## src/rtl/mac_nbit_pkg.sv

```systemverilog
// rtl/mac_nbit_pkg.sv - shared FSM state type and width derivations for the MAC burst engine
package mac_nbit_pkg;

  typedef enum logic [1:0] {
    ST_IDLE  = 2'd0,
    ST_ACC   = 2'd1,
    ST_DRAIN = 2'd2
  } mac_state_e;

  function automatic int mac_acc_w(input int data_w, input int guard_w);
    return 2 * data_w + guard_w;
  endfunction

  function automatic int mac_sel_w(input int data_w, input int guard_w);
    return $clog2(mac_acc_w(data_w, guard_w) - data_w + 1);
  endfunction

endpackage

```

## src/rtl/mac_nbit_sat.sv

```systemverilog
// rtl/mac_nbit_sat.sv - output window select and optional saturation of the final accumulator
module mac_nbit_sat
  import mac_nbit_pkg::*;
#(
  parameter int  DATA_W  = 8,
  parameter int  GUARD_W = 4,
  localparam int ACC_W   = mac_acc_w(DATA_W, GUARD_W),
  localparam int SEL_W   = mac_sel_w(DATA_W, GUARD_W)
) (
  input  logic [ACC_W-1:0]  acc_i,
  input  logic [SEL_W-1:0]  sel_i,
  input  logic              tc_i,
  input  logic              sat_en_i,
  output logic [DATA_W-1:0] data_o,
  output logic              sat_o
);

  logic [31:0]       hi_sh;
  logic [ACC_W-1:0]  hi_u;
  logic [ACC_W-1:0]  hi_s;
  logic [DATA_W-1:0] win;
  logic              ovf;

  assign hi_sh = 32'(sel_i) + 32'(DATA_W);
  assign win   = DATA_W'(acc_i >> sel_i);
  assign hi_u  = acc_i >> hi_sh;
  // Arithmetic shift keeps the sign bit, so all-equal upper bits collapse to all-0 or all-1
  assign hi_s  = $signed(acc_i) >>> (hi_sh - 32'd1);
  assign ovf   = tc_i ? !((&hi_s) || (~|hi_s)) : (|hi_u);

  always_comb begin
    data_o = win;
    sat_o  = 1'b0;
    if (sat_en_i && ovf) begin
      sat_o = 1'b1;
      if (!tc_i)
        data_o = '1;
      else if (acc_i[ACC_W-1])
        data_o = {1'b1, {(DATA_W-1){1'b0}}};
      else
        data_o = {1'b0, {(DATA_W-1){1'b1}}};
    end
  end

endmodule

```

## src/rtl/mac_nbit_pipe.sv

```systemverilog
// rtl/mac_nbit_pipe.sv - burst multiply-accumulate with 3-stage pipeline and windowed output
module mac_nbit_pipe
  import mac_nbit_pkg::*;
#(
  parameter int  DATA_W  = 8,
  parameter int  GUARD_W = 4,
  parameter int  CNT_W   = 8,
  localparam int ACC_W   = mac_acc_w(DATA_W, GUARD_W),
  localparam int SEL_W   = mac_sel_w(DATA_W, GUARD_W)
) (
  input  logic              MAC_ACC_CLK,
  input  logic              acc_ff_rstn,
  input  logic              start,
  input  logic [CNT_W-1:0]  MAC_BURST_LEN,
  input  logic              MAC_TC,
  input  logic              MAC_ACC_RND,
  input  logic              MAC_ACC_SAT,
  input  logic [SEL_W-1:0]  MAC_OUT_SEL,
  input  logic              MAC_ACC_CLEAR,
  input  logic              in_valid,
  output logic              in_ready,
  input  logic [DATA_W-1:0] MAC_OPER_DATA,
  input  logic [DATA_W-1:0] MAC_COEF_DATA,
  output logic [DATA_W-1:0] MAC_OUT,
  output logic              out_valid,
  output logic              out_sat,
  output logic              busy
);

  localparam int SEL_MAX = ACC_W - DATA_W;

  mac_state_e          state_q;
  logic [CNT_W-1:0]    cnt_q, len_q;
  logic                tc_q, rnd_q, sat_q;
  logic [SEL_W-1:0]    sel_q;

  logic [DATA_W-1:0]   s1_a_q, s1_b_q;
  logic                s1_v_q, s1_last_q;
  logic [2*DATA_W-1:0] s2_prod_q, prod_d;
  logic                s2_v_q, s2_last_q;
  logic [ACC_W-1:0]    acc_q, prod_ext, seed;
  logic                acc_v_q;

  logic [DATA_W-1:0]   out_q, win_data;
  logic                out_valid_q, out_sat_q, win_sat;

  logic [SEL_W-1:0]    sel_in_eff;
  logic [2*DATA_W-1:0] a_ext, b_ext;
  logic                accept, last_accept, start_ok;

  assign in_ready    = (state_q == ST_ACC);
  assign busy        = (state_q != ST_IDLE);
  assign accept      = in_valid && in_ready;
  assign last_accept = accept && (cnt_q == len_q - CNT_W'(1));
  assign start_ok    = (state_q == ST_IDLE) && start && (MAC_BURST_LEN != '0);

  assign sel_in_eff  = (32'(MAC_OUT_SEL) > 32'(SEL_MAX)) ? '0 : MAC_OUT_SEL;
  // Rounding seed puts a half-LSB of the output window into the accumulator up front
  assign seed        = (MAC_ACC_RND && (sel_in_eff != '0)) ?
                       ({{(ACC_W-1){1'b0}}, 1'b1} << (sel_in_eff - SEL_W'(1))) : '0;

  assign a_ext    = tc_q ? {{DATA_W{s1_a_q[DATA_W-1]}}, s1_a_q} : {{DATA_W{1'b0}}, s1_a_q};
  assign b_ext    = tc_q ? {{DATA_W{s1_b_q[DATA_W-1]}}, s1_b_q} : {{DATA_W{1'b0}}, s1_b_q};
  assign prod_d   = a_ext * b_ext;
  assign prod_ext = tc_q ? {{GUARD_W{s2_prod_q[2*DATA_W-1]}}, s2_prod_q}
                         : {{GUARD_W{1'b0}}, s2_prod_q};

  always_ff @(posedge MAC_ACC_CLK or negedge acc_ff_rstn) begin
    if (!acc_ff_rstn) begin
      state_q <= ST_IDLE;
      cnt_q   <= '0;
      len_q   <= '0;
      tc_q    <= 1'b0;
      rnd_q   <= 1'b0;
      sat_q   <= 1'b0;
      sel_q   <= '0;
    end else if (MAC_ACC_CLEAR) begin
      state_q <= ST_IDLE;
      cnt_q   <= '0;
    end else begin
      case (state_q)
        ST_IDLE: begin
          if (start_ok) begin
            state_q <= ST_ACC;
            cnt_q   <= '0;
            len_q   <= MAC_BURST_LEN;
            tc_q    <= MAC_TC;
            rnd_q   <= MAC_ACC_RND;
            sat_q   <= MAC_ACC_SAT;
            sel_q   <= sel_in_eff;
          end
        end
        ST_ACC: begin
          if (accept) begin
            cnt_q <= cnt_q + CNT_W'(1);
            if (last_accept)
              state_q <= ST_DRAIN;
          end
        end
        ST_DRAIN: begin
          if (acc_v_q)
            state_q <= ST_IDLE;
        end
        default: state_q <= ST_IDLE;
      endcase
    end
  end

  always_ff @(posedge MAC_ACC_CLK or negedge acc_ff_rstn) begin
    if (!acc_ff_rstn) begin
      s1_a_q      <= '0;
      s1_b_q      <= '0;
      s1_v_q      <= 1'b0;
      s1_last_q   <= 1'b0;
      s2_prod_q   <= '0;
      s2_v_q      <= 1'b0;
      s2_last_q   <= 1'b0;
      acc_q       <= '0;
      acc_v_q     <= 1'b0;
      out_q       <= '0;
      out_valid_q <= 1'b0;
      out_sat_q   <= 1'b0;
    end else if (MAC_ACC_CLEAR) begin
      s1_v_q      <= 1'b0;
      s1_last_q   <= 1'b0;
      s2_v_q      <= 1'b0;
      s2_last_q   <= 1'b0;
      acc_q       <= '0;
      acc_v_q     <= 1'b0;
      out_valid_q <= 1'b0;
    end else begin
      s1_v_q    <= accept;
      s1_last_q <= last_accept;
      if (accept) begin
        s1_a_q <= MAC_OPER_DATA;
        s1_b_q <= MAC_COEF_DATA;
      end
      s2_v_q    <= s1_v_q;
      s2_last_q <= s1_v_q && s1_last_q;
      if (s1_v_q)
        s2_prod_q <= prod_d;
      if (start_ok)
        acc_q <= seed;
      else if (s2_v_q)
        acc_q <= acc_q + prod_ext;
      // acc_v_q marks the cycle where acc_q holds the completed burst sum
      acc_v_q     <= s2_v_q && s2_last_q;
      out_valid_q <= acc_v_q;
      if (acc_v_q) begin
        out_q     <= win_data;
        out_sat_q <= win_sat;
      end
    end
  end

  mac_nbit_sat #(
    .DATA_W  (DATA_W),
    .GUARD_W (GUARD_W)
  ) u_sat (
    .acc_i    (acc_q),
    .sel_i    (sel_q),
    .tc_i     (tc_q),
    .sat_en_i (sat_q),
    .data_o   (win_data),
    .sat_o    (win_sat)
  );

  assign MAC_OUT   = out_q;
  assign out_valid = out_valid_q;
  assign out_sat   = out_sat_q;

  logic unused_rnd;
  assign unused_rnd = rnd_q;

endmodule

```

## config.mk

```make
export PLATFORM = sky130hd
export DESIGN_NAME = mac_nbit_pipe
export DESIGN_NICKNAME = d
export VERILOG_FILES = /design/src/rtl/mac_nbit_pkg.sv /design/src/rtl/mac_nbit_sat.sv /design/src/rtl/mac_nbit_pipe.sv
export SDC_FILE = /design/constraint.sdc
export NUM_CORES = 1
export LEC_CHECK = 0
export BUFFER_PORTS_ARGS = -buffer_cell sky130_fd_sc_hd__buf_4
export CAP_MARGIN = 20
export CORE_MARGIN = 4
export CORE_UTILIZATION = 42
export DETAILED_ROUTE_END_ITERATION = 12
export PLACE_DENSITY_LB_ADDON = 0.3
export SYNTH_ARGS = -nofsm -noshare
export SYNTH_HDL_FRONTEND = slang
export SYNTH_SLANG_ARGS = --single-unit
export TNS_END_PERCENT = 10
```

## constraint.sdc

```tcl
create_clock -name MAC_ACC_CLK -period 16.8 [get_ports MAC_ACC_CLK]
set_input_delay 0.84 -clock MAC_ACC_CLK [delete_from_list [all_inputs] [get_ports MAC_ACC_CLK]]
set_output_delay 0.84 -clock MAC_ACC_CLK [all_outputs]
set_load 0.02 [all_outputs]
```

==> results of run 1 <==
-- state kept, by name (all words and copies together) (netlist names), 2 cells and up --
signal	cells
acc_q	20
s1_b_q	8
s1_a_q	8
len_q	8
state_q	2
MAC_OUT	8
sel_q	4
cnt_q	8
s2_prod_q	16
-- cell usage after synthesis (all sizes together), types with 3 or more instances --
| library cell | number |
|---|---|
| ha | 75 |
| fa | 72 |
| and3 | 16 |
| nor4 | 3 |
| o31ai | 5 |
| a211oi | 20 |
| or3 | 7 |
| a22oi | 4 |
| or2 | 4 |
| o41ai | 4 |
| dfrtp | 91 |
| inv | 128 |
| xor2 | 23 |
| o21a | 9 |
| o211ai | 10 |
| nand2 | 118 |
| nor3 | 32 |
| xnor2 | 48 |
| mux2 | 31 |
| a21oi | 47 |
| a2111oi | 5 |
| o21bai | 6 |
| nand2b | 13 |
| nor2b | 11 |
| nand3b | 8 |
| buf | 11 |
| o22a | 3 |
| a31oi | 4 |
| nand4 | 10 |
| mux2i | 33 |
| a211o | 6 |
| nor2 | 76 |
| mux4 | 20 |
| o22ai | 10 |
| and2 | 66 |
| o21ai | 41 |
| a21o | 12 |
| nand3 | 24 |
| clkbuf | 50 |
-- worst min path at each step --
stage	endpoint	slack, ns	start	cells past startpoint
after global placement	s2_last_q	0.44	s1_last_q	1
after floorplan	s2_last_q	0.43	s1_last_q	1
after global routing	MAC_OUT[4]	0.32	acc_ff_rstn	1
final	sat_q	0.32	acc_ff_rstn	1
after CTS	sat_q	0.31	acc_ff_rstn	1
after detailed placement	s2_last_q	0.46	s1_last_q	1
-- routing by layer --
metal / track usage [%] / wire length (um) / vias to the layer above
met2: 30.0 / 11600 / 166
met4: 2.91 / 215 / 0
met3: 2.93 / 875 / 19
met5: 0 / 0 / -
li1: - / - / 4056
met1: 24.5 / 11200 / 4009
-- per-stage QoR --
step / utilization (%) / hold slack (ns) / instance area, sq um / worst slack (ns) / cells
2_1_floorplan: - / 0.428 / 10400 / 11.14 / 1183
3_3_place_gp: 45.2 / 0.436 / 11000 / 10.84 / 1502
3_5_place_dp: 45.2 / 0.457 / 11000 / 10.74 / 1502
4_1_cts: 46.6 / 0.313 / 11400 / 10.72 / 1518
5_1_grt: 46.7 / 0.319 / 11400 / 10.38 / 1519
6_report: 46.7 / 0.319 / 11400 / 10.72 / 1519
-- logic make-up after synthesis --
family | after synthesis | synth area share (%)
and+or+nand+nor | 396 | 18.7
xor gates and xnor gates | 71 | 6.10
AOI/OAI and AO/OA | 203 | 12.8
muxes | 84 | 10.8
adders and majority gates | 148 | 22.9
buffers and inverters | 190 | 6.96
DFF | 91 | 21.8
-- final cells by class --
class | count | area share, %
repair buffers | 57 | 3.93
clock inverters | 7 | 0.944
inverters | 129 | 4.25
clock buffers | 9 | 1.98
multi-input cells | 902 | 65.4
well taps | 324 | 3.56
flip-flops and latches | 91 | 20.0
-- worst reg2reg max path: cells and delay by family, from the launching register on --
family          cells  cell delay (ns)
compound gates      4             0.71
xor+xnor            1             0.16
fa+ha+maj           7             3.52
buf+inv             6             0.39
flops               1             0.72
simple gates        1             0.42
==> metrics.csv, run 1 <==
metric,value,unit
outcome,completed,
postCtsHoldBufs,0,
clk_latency,0.36,ns
worstMarginPinSlew,0.991,ns
setup_viol_count_final,0,
min_period_over_period,36.2,%
crit_cells,19,
ys_seq_area_share,21.8,%
drt_wl_total,23.9,mm
finalClockSkew,0.00940,ns
multi_input_comb_area,7450,sq um
synthArstFlopShare,100,%
cts.root.buffer_cell,sky130_fd_sc_hd__clkbuf_16,
worstSetupPathType,reg -> reg,
cp_data_required_time,17.01,ns
edff_count_synth,0,
cts_setup_buffers,0,
worst-path-buf-inv,6,
area_growth,9.09,%
grt_total_usage,17.7,%
design.die.area,27500,sq um
finalHoldViolations,0,
die_w,166,um
drc_errors,0,
reg2regPathDepth,19,
ctsLongestPathBuffers,2,
syn_nets,1366,
path_delay_family,adder cells,
die_height,166,um
worst_r2r_endpoint,s2_prod_q[15],
launch_point_of_the_critical_path,tc_q,
grt_first_pass_wirelength,41.3,mm
grt_start_max_net_pins,78,
hp-class,in -> async,
crit_chain,and3_1 > fa_1 > inv_1 > fa_1 > inv_1 > fa_1 > inv_1 > fa_1 > inv_1 > fa_1 > inv_1 > fa_1 > inv_1 > ha_1 > o21a_1 > o31a_1 > o41ai_1 > xnor2_1 > o21ai_0,
cts_buffers,9,
htree_num_levels,3,
synth_cells,1183,
max-slew-margin-rel,33.9,%
synth_top_area_share,21.8,%
startpoint_of_the_worst_slack_reg_to_reg_timing_path,tc_q,
grt_antenna_before_repair,0,
core,24400,sq um
timing.critical_path.from_type,flop,
final_cell_mix,"126 x sky130_fd_sc_hd__inv_1, 118 x sky130_fd_sc_hd__nand2_1, 90 x sky130_fd_sc_hd__dfrtp_1",
critical_path.endpoint_type,flop,
slew_violations,0,
synth_top_cell_by_area,sky130_fd_sc_hd__dfrtp_1,
initial_core_util,42.8,%
drtAntennaViolNets,0,
maxCapViolCount,0,
yosysUniqueCellTypes,68,
timing.critical_path.slowest_cell_delay,0.72,ns
critical-path-slowest-cell,sky130_fd_sc_hd__dfrtp_1,
vias,8250,
dpl.hpwl,18.5,mm
gp_congestion,0.878,
final.setup.tns,0,ns
synth.avg_cell_area,8.83,sq um
critPathMaxFanout,20,
ys.flop_type,sky130_fd_sc_hd__dfrtp_1,
synth.ff_latch_count,91,
ys_warn_count,0,
fmax,164,MHz
arrival_time_at_the_worst_endpoint,6.29,ns
cts_tree,done,
post_drt_via_cell_ratio,5.43,
mappedNetlistArea,10400,sq um
numPortBuffers,47,
antenna_diode_count,0,
wl_per_cell,15.8,um
setup.worst_path.end,s2_prod_q[15],
net_total_in_the_final_layout,1373,
layout_commonest_cell,sky130_fd_sc_hd__inv_1,
detailedRoute.firstIterationViolations,486,
clkTransAtPathRegs,0.08,ns
timing.reg2reg.setup_slack,10.72,ns
post_synth_main_area_contributors,"sky130_fd_sc_hd__dfrtp_1 22%, sky130_fd_sc_hd__fa_1 14%, sky130_fd_sc_hd__ha_1 9.0%, sky130_fd_sc_hd__inv_1 4.5%, sky130_fd_sc_hd__mux4_2 4.3%",
grt_pass1_vias,8266,
post_cts_resize_count,0,
drtPass1Iterations,5,
gr-total-overflow,0,
register_area,2280,sq um
layout_cells_sized_above_1,11.1,%
floorplan.rows,57,
rsz_0062_raised_after_global_routing,false,
finalCriticalPeriod,6.08,ns
clock-sinks,91,
layout.filler_cells,2396,
design.portCount,48,
Power of run 1 is left out: the tool's default activity adds up to more than one toggle a clock period on the data nets, which glitch-free logic cannot reach.
==> run 2, diff against run 1 <==
==> constraint.sdc (replaced) <==
create_clock -name MAC_ACC_CLK -period 5.4 [get_ports MAC_ACC_CLK]
set_input_delay 0.27 -clock MAC_ACC_CLK [delete_from_list [all_inputs] [get_ports MAC_ACC_CLK]]
set_output_delay 0.27 -clock MAC_ACC_CLK [all_outputs]
set_load 0.02 [all_outputs]
==> run 2 against run 1 <==
Global-route usage is 0.33 points higher. Flip-flop and latch count unchanged. Sequential share of layout area decreased by 0.42 points. First-iteration DRC count up 4.7%. Die area unchanged. Cell area increased by 2.5%. Critical path type unchanged. Largest cell class unchanged.
==> metrics.csv, run 2 (synthesis results as in run 1) <==
metric,value,unit
registers.top_by_ff_count,acc_q,
launch_point_of_the_critical_path,tc_q,
design.portCount,48,
hp-start,MAC_ACC_SAT,
ctsLongestPathBuffers,2,
drt_wl_total,24.5,mm
critPathMaxFanout,8,
hold_depth,3,
area_growth,11.8,%
layout_commonest_cell,sky130_fd_sc_hd__inv_1,
fmax,194,MHz
slew_violations,0,
finalClockSkew,0.0109,ns
drc_errors,0,
critical-path-slowest-cell,sky130_fd_sc_hd__fa_1,
outcome,completed,
gr-total-overflow,0,
die_height,166,um
worstMarginPinSlew,0.865,ns
vias,8273,
layout_cells_sized_above_1,15.3,%
arrival_time_at_the_worst_endpoint,5.36,ns
cts_buffers,9,
drtAntennaViolNets,0,
finalCriticalPeriod,5.17,ns
met3_track_demand_over_resource_in_global_routing,2.29,%
post_drt_via_cell_ratio,5.35,
worst_r2r_endpoint,s2_prod_q[14],
hold-path-endpoint,sat_q,
floorplan.rows,57,
maxCapViolCount,0,
clock-sinks,91,
post-route-worst-setup-slack,0.233,ns
initial_core_util,42.8,%
grt_pass1_vias,8349,
wl_per_cell,15.9,um
final_util,47.9,%
setup_viol_count_final,0,
drtPass1Iterations,5,
grt-busiest-layer,met2,
startpoint_of_the_worst_slack_reg_to_reg_timing_path,tc_q,
min_period_over_period,95.7,%
htree_num_levels,3,
design.die.area,27500,sq um
final_cell_mix,"121 x sky130_fd_sc_hd__inv_1, 117 x sky130_fd_sc_hd__nand2_1, 84 x sky130_fd_sc_hd__dfrtp_1",
dpl.hpwl,19.3,mm
net_total_in_the_final_layout,1401,
critical_path.endpoint_type,flop,
path_common_cell,sky130_fd_sc_hd__fa_1,
cts.root.buffer_cell,sky130_fd_sc_hd__clkbuf_16,
worstSetupPathType,reg -> reg,
max-slew-margin-rel,42.3,%
cp_data_required_time,5.60,ns
detailedRoute.firstIterationViolations,509,
finalHoldViolations,0,
clkTransAtPathRegs,0.07,ns
clk_latency,0.35,ns
gp_congestion,0.929,
timing.critical_path.from_type,flop,
top_flop_regs,"acc_q: 20 flops, s2_prod_q: 16 flops",
grt_start_max_net_pins,78,
grt_antenna_before_repair,0,
antenna_diode_count,0,
die_w,166,um
grtUsageMet1,24.8,%
crit_chain,and3_4 > fa_1 > inv_2 > buf_4 > fa_1 > inv_1 > fa_1 > fa_1 > fa_1 > inv_1 > fa_1 > inv_1 > ha_1 > o41ai_2 > xnor2_1 > o21ai_0,
timing.critical_path.slowest_cell_delay,0.57,ns
core,24400,sq um
hp-class,in -> reg,
met2_usage,31.1,%
timing.reg2reg.setup_slack,0.23,ns
reg2regPathDepth,16,
flip_flop_count_of_the_largest_register_after_layout,20,
numPortBuffers,47,
grt_first_pass_wirelength,42.0,mm
cts_tree,done,
worst_setup_slack_after_placement,0.00776,ns
grt_total_usage,18.1,%
==> run 2: cell types whose count changed in the layout (fill, tap and decap cells not counted), sizes merged <==
cell	delta
clkinv	-2
bufinv	-1
buf	+27
inv	+1
clkbuf	+1
clkinvlp	+1
dlygate4sd3	+1
==> run 2: metrics by stage <==
step                      area (sq um)  hold slack (ns)  std cells  setup TNS (ns)
after global routing             11700           0.0976       1547         -0.0124
final                            11700            0.105       1547               0
after detailed placement         11200            0.134       1524               0
after floorplan                  10500          -0.0256       1183               0
after CTS                        11600           0.0945       1541               0
after global placement           11200            0.130       1524               0
==> run 2: final cells by class <==
class                           count  area [sq um]
Timing Repair Buffer               85           661
Clock buffer                       10           239
Multi-Input combinational cell    902          7540
Tap cell                          324           405
Fill cell                        2324         12700
Sequential cell                    91          2290
Clock inverter                      6          66.3
Inverter                          129           484
==> run 2: how the worst max path moves through the flow <==
stage	endpoint	slack, ns	cells after the start
floorplan	s2_prod_q[15]	0.02	21
global placement	s2_prod_q[15]	0.11	18
CTS	s2_prod_q[15]	0.02	19
global route	s2_prod_q[15]	-0.01	18
finish	s2_prod_q[14]	0.23	16
detailed placement	s2_prod_q[15]	0.008	19
==> run 2: timing repair <==
item                                    in CTS  in global routing
pin swaps                                    0                 16
endpoints found under the hold margin       14                  0
gates cloned                                 0                  0
setup buffers                                0                  5
endpoints found under the setup margin       1                  2
resized for setup                            1                 21
hold buffers                                 1                  0
==> run 2: routing by layer <==
layer	wire length (um)	part of all wire, %
met5	0	0
met4	252	1.0
met2	12000	49
met1	11500	47
met3	820	3.3
==> run 2: critical path: cells and delay by family (launching register included) <==
family	cells	cell delay (ns)
xor gates and xnor gates	1	0.15
DFF	1	0.47
buffers and inverters	5	0.34
and+or+nand+nor	1	0.21
adders and majority gates	7	3.38
AOI/OAI and AO/OA	2	0.45
Power of run 2 is left out for the same reason.
